[src/rtl/bram_stream_reader_if.sv]
// Bus bundle for bram_stream_reader: transfer control, RAM read port and
// the outgoing valid/ready stream. The reader connects through the master
// modport; the RAM/producer/consumer environment uses the slave modport.
interface bram_stream_reader_if #(
  parameter int ADDR_WIDTH = 10,
  parameter int DATA_WIDTH = 16,
  parameter int LEN_WIDTH  = 11
) ();
  logic                  start;
  logic [ADDR_WIDTH-1:0] base_addr;
  logic [LEN_WIDTH-1:0]  length;
  logic                  busy;
  logic                  done;
  logic                  ram_en;
  logic [ADDR_WIDTH-1:0] ram_addr;
  logic [DATA_WIDTH-1:0] ram_dout;
  logic [DATA_WIDTH-1:0] m_data;
  logic                  m_valid;
  logic                  m_ready;

  modport master (
    input  start, base_addr, length, ram_dout, m_ready,
    output busy, done, ram_en, ram_addr, m_data, m_valid
  );

  modport slave (
    output start, base_addr, length, ram_dout, m_ready,
    input  busy, done, ram_en, ram_addr, m_data, m_valid
  );
endinterface

[src/rtl/bram_stream_reader.sv]
// Drains a window of a simple-dual-port RAM through its read port and
// presents the words as a valid/ready stream. A 4-deep skid FIFO absorbs
// the RAM's one-cycle read latency; reads are only issued while the FIFO
// plus the read data still on its way can take another word.
module bram_stream_reader #(
  parameter int ADDR_WIDTH = 10,
  parameter int DATA_WIDTH = 16,
  parameter int LEN_WIDTH  = 11
) (
  input  logic clk,
  input  logic rst_n,
  bram_stream_reader_if.master bus
);
  localparam logic [1:0] S_IDLE  = 2'd0;
  localparam logic [1:0] S_READ  = 2'd1;
  localparam logic [1:0] S_DRAIN = 2'd2;

  logic [1:0]            state_q, state_d;
  logic [LEN_WIDTH-1:0]  rem_q, rem_d;
  logic                  busy_q, busy_d;
  logic                  done_q, done_d;
  logic                  ram_en_q, ram_en_d;
  logic [ADDR_WIDTH-1:0] ram_addr_q, ram_addr_d;
  logic                  infl_q, infl_d;
  logic [1:0]            wr_ptr_q, wr_ptr_d;
  logic [1:0]            rd_ptr_q, rd_ptr_d;
  logic [2:0]            count_q, count_d;
  logic [DATA_WIDTH-1:0] fifo_mem_q [4];
  logic [DATA_WIDTH-1:0] fifo_mem_d [4];

  logic                  push;
  logic                  pop;
  logic                  m_valid;
  logic [3:0]            outstanding;
  logic                  credit_ok;

  // Read data lands on ram_dout exactly one cycle after each issued read.
  assign push    = infl_q;
  assign m_valid = (count_q != 3'd0);
  assign pop     = m_valid & bus.m_ready;

  // Words that will occupy the FIFO next cycle if nothing new is issued:
  // stored words, data arriving now, and the read issued this cycle.
  assign outstanding = 4'(count_q) + 4'(ram_en_q) + 4'(infl_q) - 4'(pop);
  assign credit_ok   = (outstanding < 4'd4);

  assign bus.busy     = busy_q;
  assign bus.done     = done_q;
  assign bus.ram_en   = ram_en_q;
  assign bus.ram_addr = ram_addr_q;
  assign bus.m_valid  = m_valid;
  // Gate the head word so nothing stale shows while the stream is empty.
  assign bus.m_data   = m_valid ? fifo_mem_q[rd_ptr_q] : '0;

  // Transfer sequencing: accept start, issue reads under credit, wait for drain.
  always_comb begin
    state_d    = state_q;
    rem_d      = rem_q;
    busy_d     = busy_q;
    done_d     = 1'b0;
    ram_en_d   = 1'b0;
    ram_addr_d = ram_addr_q;
    case (state_q)
      S_IDLE: begin
        busy_d = 1'b0;
        if (bus.start) begin
          busy_d = 1'b1;
          if (bus.length == '0) begin
            done_d = 1'b1;
          end else begin
            ram_en_d   = 1'b1;
            ram_addr_d = bus.base_addr;
            rem_d      = bus.length - LEN_WIDTH'(1);
            state_d    = (bus.length == LEN_WIDTH'(1)) ? S_DRAIN : S_READ;
          end
        end
      end
      S_READ: begin
        if (credit_ok) begin
          ram_en_d   = 1'b1;
          ram_addr_d = ram_addr_q + ADDR_WIDTH'(1);
          rem_d      = rem_q - LEN_WIDTH'(1);
          if (rem_q == LEN_WIDTH'(1)) state_d = S_DRAIN;
        end
      end
      S_DRAIN: begin
        if (!ram_en_q && !infl_q &&
            ((count_q == 3'd0) || ((count_q == 3'd1) && pop))) begin
          done_d  = 1'b1;
          busy_d  = 1'b0;
          state_d = S_IDLE;
        end
      end
      default: state_d = S_IDLE;
    endcase
  end

  // Skid FIFO bookkeeping: unconditional push of returned data, pop on handshake.
  always_comb begin
    infl_d     = ram_en_q;
    wr_ptr_d   = wr_ptr_q + 2'(push);
    rd_ptr_d   = rd_ptr_q + 2'(pop);
    count_d    = count_q + 3'(push) - 3'(pop);
    fifo_mem_d = fifo_mem_q;
    if (push) fifo_mem_d[wr_ptr_q] = bus.ram_dout;
  end

  // Control state; async reset discards any transfer in progress.
  always_ff @(posedge clk or negedge rst_n) begin
    if (!rst_n) begin
      state_q    <= S_IDLE;
      rem_q      <= '0;
      busy_q     <= 1'b0;
      done_q     <= 1'b0;
      ram_en_q   <= 1'b0;
      ram_addr_q <= '0;
      infl_q     <= 1'b0;
      wr_ptr_q   <= 2'd0;
      rd_ptr_q   <= 2'd0;
      count_q    <= 3'd0;
    end else begin
      state_q    <= state_d;
      rem_q      <= rem_d;
      busy_q     <= busy_d;
      done_q     <= done_d;
      ram_en_q   <= ram_en_d;
      ram_addr_q <= ram_addr_d;
      infl_q     <= infl_d;
      wr_ptr_q   <= wr_ptr_d;
      rd_ptr_q   <= rd_ptr_d;
      count_q    <= count_d;
    end
  end

  // FIFO storage; contents are don't-care whenever the count says empty.
  always_ff @(posedge clk) begin
    fifo_mem_q <= fifo_mem_d;
  end
endmodule
[src/flat_wrapper.sv]
// flat-port wrapper written by rule: the top's interface ports become plain ports
module bram_stream_reader_flat 
#(
  parameter int ADDR_WIDTH = 10,
  parameter int DATA_WIDTH = 16,
  parameter int LEN_WIDTH  = 11
)
  (clk, rst_n, bus_start, bus_base_addr, bus_length, bus_ram_dout, bus_m_ready, bus_busy, bus_done, bus_ram_en, bus_ram_addr, bus_m_data, bus_m_valid);
  bram_stream_reader_if #(.ADDR_WIDTH(ADDR_WIDTH), .DATA_WIDTH(DATA_WIDTH), .LEN_WIDTH(LEN_WIDTH)) bus_i ();
  input  logic clk;
  input  logic rst_n;
  input wire logic [$bits(bus_i.start)-1:0] bus_start;
  input wire logic [$bits(bus_i.base_addr)-1:0] bus_base_addr;
  input wire logic [$bits(bus_i.length)-1:0] bus_length;
  input wire logic [$bits(bus_i.ram_dout)-1:0] bus_ram_dout;
  input wire logic [$bits(bus_i.m_ready)-1:0] bus_m_ready;
  output wire logic [$bits(bus_i.busy)-1:0] bus_busy;
  output wire logic [$bits(bus_i.done)-1:0] bus_done;
  output wire logic [$bits(bus_i.ram_en)-1:0] bus_ram_en;
  output wire logic [$bits(bus_i.ram_addr)-1:0] bus_ram_addr;
  output wire logic [$bits(bus_i.m_data)-1:0] bus_m_data;
  output wire logic [$bits(bus_i.m_valid)-1:0] bus_m_valid;
  assign bus_i.start = bus_start;
  assign bus_i.base_addr = bus_base_addr;
  assign bus_i.length = bus_length;
  assign bus_i.ram_dout = bus_ram_dout;
  assign bus_i.m_ready = bus_m_ready;
  assign bus_busy = bus_i.busy;
  assign bus_done = bus_i.done;
  assign bus_ram_en = bus_i.ram_en;
  assign bus_ram_addr = bus_i.ram_addr;
  assign bus_m_data = bus_i.m_data;
  assign bus_m_valid = bus_i.m_valid;
  bram_stream_reader #(.ADDR_WIDTH(ADDR_WIDTH), .DATA_WIDTH(DATA_WIDTH), .LEN_WIDTH(LEN_WIDTH)) u_core (.clk(clk), .rst_n(rst_n), .bus(bus_i));
endmodule
[config.mk]
export PLATFORM = sky130hd
export DESIGN_NAME = bram_stream_reader_flat
export DESIGN_NICKNAME = d
export VERILOG_FILES = /design/src/rtl/bram_stream_reader_if.sv /design/src/rtl/bram_stream_reader.sv /design/src/flat_wrapper.sv
export SDC_FILE = /design/constraint.sdc
export NUM_CORES = 1
export LEC_CHECK = 0
export CAP_MARGIN = 15
export CORE_UTILIZATION = 45
export DETAILED_ROUTE_END_ITERATION = 7
export PLACE_DENSITY = 0.68
export SLEW_MARGIN = 5
export SYNTH_ARGS = -nofsm -noshare
export SYNTH_HDL_FRONTEND = slang
export SYNTH_SLANG_ARGS = --single-unit
[constraint.sdc]
create_clock -name clk -period 3.3 [get_ports clk]
set_input_delay 0.99 -clock clk [delete_from_list [all_inputs] [get_ports clk]]
set_output_delay 0.99 -clock clk [all_outputs]
set_load 0.05 [all_outputs]
==> metrics.cfg <==
[synth]
ys_warn_count = 0
yosysSeqAreaShare = 0.607
synth-main-ff-cell = edfxtp_1
synth_nets = 392
yosys.cell_types.count = 59
postSynth.asyncResetShare = 0.347
syn_inst = 340
synth-seq-cells = 98
syn_area_per_cell_sq_um = 13.4
ys_top_cells_by_area = edfxtp_1 42%, dfrtp_1 19%, mux4_2 7.9%
synth_common_cells = 64 x edfxtp_1, 34 x dfrtp_1, 23 x nand2_1
yosysMostFrequentCell = edfxtp_1
synth_edf_count = 64
syn_area_sq_um = 4570
synth_top_cell_by_area = edfxtp_1
synth_top_area_share = 0.420

[cells_and_area]
nNetsFinal = 488
layout.cells.non_filler = 574
fin_util = 0.589
drive_above_1_share = 0.197
antenna_cells = 0
area_delta_synth_final_pct = 26.6

[critical_path]
worst-path-buf-inv = 1
cp.required_ns = 3.59
crit_slowest_cell = or4_1
rr_worst_depth = 11
critPathMaxFanout = 5
worst_setup_path_end_kind = register
cp_top_family = simple AND/OR/NAND/NOR gates
worst_ep_arrival_time_ns = 3.54
cp_common_cell = nand2_1
criticalPathCategory = in -> reg
cp-start-kind = input port
max_stage_delay_ns = 0.51
crit_chain = clkdlybuf4s50_1 -> nand2_1 -> or2_2 -> nand2_1 -> ha_1 -> a21o_1 -> a2111oi_4 -> nor2_2 -> or4_1 -> nand3_1
crit_cells = 10

[clocking]
cts-htree-levels = 3
cts_tree = done
cts.sinks = 98
numCtsBuffers = 9
clk_root_buffer_cell = clkbuf_8
cts.path.max_buffers = 2
clkLatencyLatePin_ns = 0.35
cts.reportedPaths.clkPinSlew_ns = 0.10
postCtsSetupRepairBufs = 0

[global_route]
grt_pass1_wl_microns = 15100
first_global_vias = 3045
gr-total-overflow = 0
antenna_found_initial = 0
grt_max_degree = 35
grtUsageTotal = 0.192

[floorplanning]
fp.coreArea_sq_um = 9820
die_y_microns = 103
std_cell_rows = 36
die-area_sq_um = 10600
io_pins = 71
start_util = 0.465
die_w_microns = 103

[run]
max_cap_violations = 0

[power]
p_leak_nw = 2.13
power-per-cell-area_nw_per_um2 = 938
peakVddDrop_uv = 485

[timing]
skew_ns = 0.00971
fmax_ghz = 0.308
relSlewSlack = 0.441
slew_violations = 0
worst_pin_slew_ns = 0.838
hold_viol = 0
min_period_ns = 3.24
finalSetupViolCount = 0
fin_ws_ns = 0.0551
period_share = 0.983

[place]
dp_slack_ns = -0.375
place_hpwl_microns = 6500
gp_congestion = 0.838
placed_cells = 558
port_buffers = 70

[route]
first_iter_violations = 168
ant_nets = 0
wl_microns = 9370
first_pass_iters = 4
viasPerCell = 5.33
vias = 3062
wl_per_cell_microns = 16.3
drc = 0

[worst_hold_path]
holdPathStages = 0
hp-class = reg -> reg

[outcome]
outcome = completed

-- cell usage in the layout (no fill, tap or decap), types with 4 or more instances in the layout --
| master | Yosys | final |
|---|---|---|
| nand3_1 | 9 | 9 |
| nor3_1 | 7 | 7 |
| clkdlybuf4s50_1 | 0 | 54 |
| and2_1 | 18 | 18 |
| o21ai_0 | 16 | 16 |
| ha_1 | 10 | 9 |
| xnor2_1 | 7 | 7 |
| nand2_1 | 23 | 23 |
| nor2_1 | 15 | 15 |
| o211ai_1 | 4 | 4 |
| inv_1 | 14 | 14 |
| a21oi_1 | 13 | 13 |
| buf_4 | 1 | 43 |
| edfxtp_1 | 64 | 64 |
| clkinv_4 | 0 | 4 |
| mux4_2 | 16 | 16 |
| clkbuf_8 | 0 | 10 |
| dfrtp_1 | 34 | 34 |
| nor4_1 | 4 | 4 |
| xor2_1 | 5 | 5 |
| o311ai_1 | 2 | 5 |
| nand2b_1 | 5 | 5 |
| a21o_1 | 4 | 4 |
-- path summary, 6_finish.rpt --
path,startpoint,end,slack (ns)
worst max-delay path,bus_m_ready,u_core.bus.ram_addr[8],0.06
worst min-delay path,u_core.bus.ram_en,u_core.infl_q,0.49
worst max register to register,u_core.count_q[1],u_core.bus.ram_addr[8],0.50
worst min register to register,u_core.bus.ram_en,u_core.infl_q,0.49
max in group asynchronous,rst_n,u_core.state_q[0],1.93
min in group asynchronous,rst_n,u_core.bus.ram_addr[7],1.05
-- worst reg2reg max path, cell delays in order, from the launching register on --
cell and delay [ns]:
dfrtp_1 0.45, inv_1 0.12, nand3_1 0.11, nand2_1 0.07, or2_2 0.28, nand2_1 0.09
ha_1 0.25, a21o_1 0.20, a2111oi_4 0.47, nor2_2 0.10, or4_1 0.52, nand3_1 0.09
-- sequential cells by signal (all words and copies together), names as in the netlist --
register / cells
u_core.bus.ram_addr: 10
u_core.fifo_mem_q: 64
u_core.bus.done: 1
u_core.count_q: 3
u_core.state_q: 2
u_core.infl_q: 1
u_core.rd_ptr_q: 2
u_core.rem_q: 11
u_core.bus.busy: 1
u_core.wr_ptr_q: 2
u_core.bus.ram_en: 1
-- kinds of logic (layout without fill, tap and decap cells) --
kind of cell,Yosys count,count (layout),share of synthesized area
compound gates,70,70,0.111
fa+ha+maj,11,11,0.0318
xor+xnor,12,12,0.0230
simple gates,102,102,0.119
mux,18,18,0.0832
flops,98,98,0.607
buf+inv,29,130,0.0255
-- routing by layer --
metal | share of wire | track usage | wire [microns] | vias to the layer above
li1 | - | - | - | 1487
met1 | 0.44 | 0.240 | 4120 | 1518
met2 | 0.52 | 0.341 | 4890 | 55
met3 | 0.033 | 0.0339 | 307 | 2
met4 | 0.0055 | 0.0596 | 52 | 0
met5 | 0 | 0 | 0 | -
-- area by class of cell --
cell class	instances	area (sq um)
Timing Repair Buffer	99	895
Clock buffer	10	138
Inverter	15	56.3
Tap cell	133	166
Clock inverter	6	57.6
Sequential cell	98	2770
Multi-Input combinational cell	213	1700
Fill cell	816	4040
-- power breakdown --
part | leakage, nW | total (mW) | switching [mW] | internal, mW
clock | 0.100 | 0.753 | 0.441 | 0.311
sequential | 0.971 | 1.85 | 0.230 | 1.62
combinational | 1.06 | 2.83 | 1.68 | 1.14
-- metrics by stage --
stage | area (sq um) | hold WS, ns | TNS, ns | total power [mW]
finish | 5780 | 0.487 | 0 | 5.43
global route | 5780 | 0.504 | -0.145 | 5.77
CTS | 5770 | 0.498 | 0 | 5.43
detailed placement | 5570 | 0.471 | -5.30 | 4.67
global placement | 5570 | 0.463 | -4.42 | 4.62
floorplan | 4570 | 0.472 | 0 | 3.76
-- timing repair --
item                                    CTS  global route
gates resized for setup                   0             5
endpoints found under the setup margin    0            15
hold buffers                              0             0
Note: power is estimated with default switching activity, not from simulation.
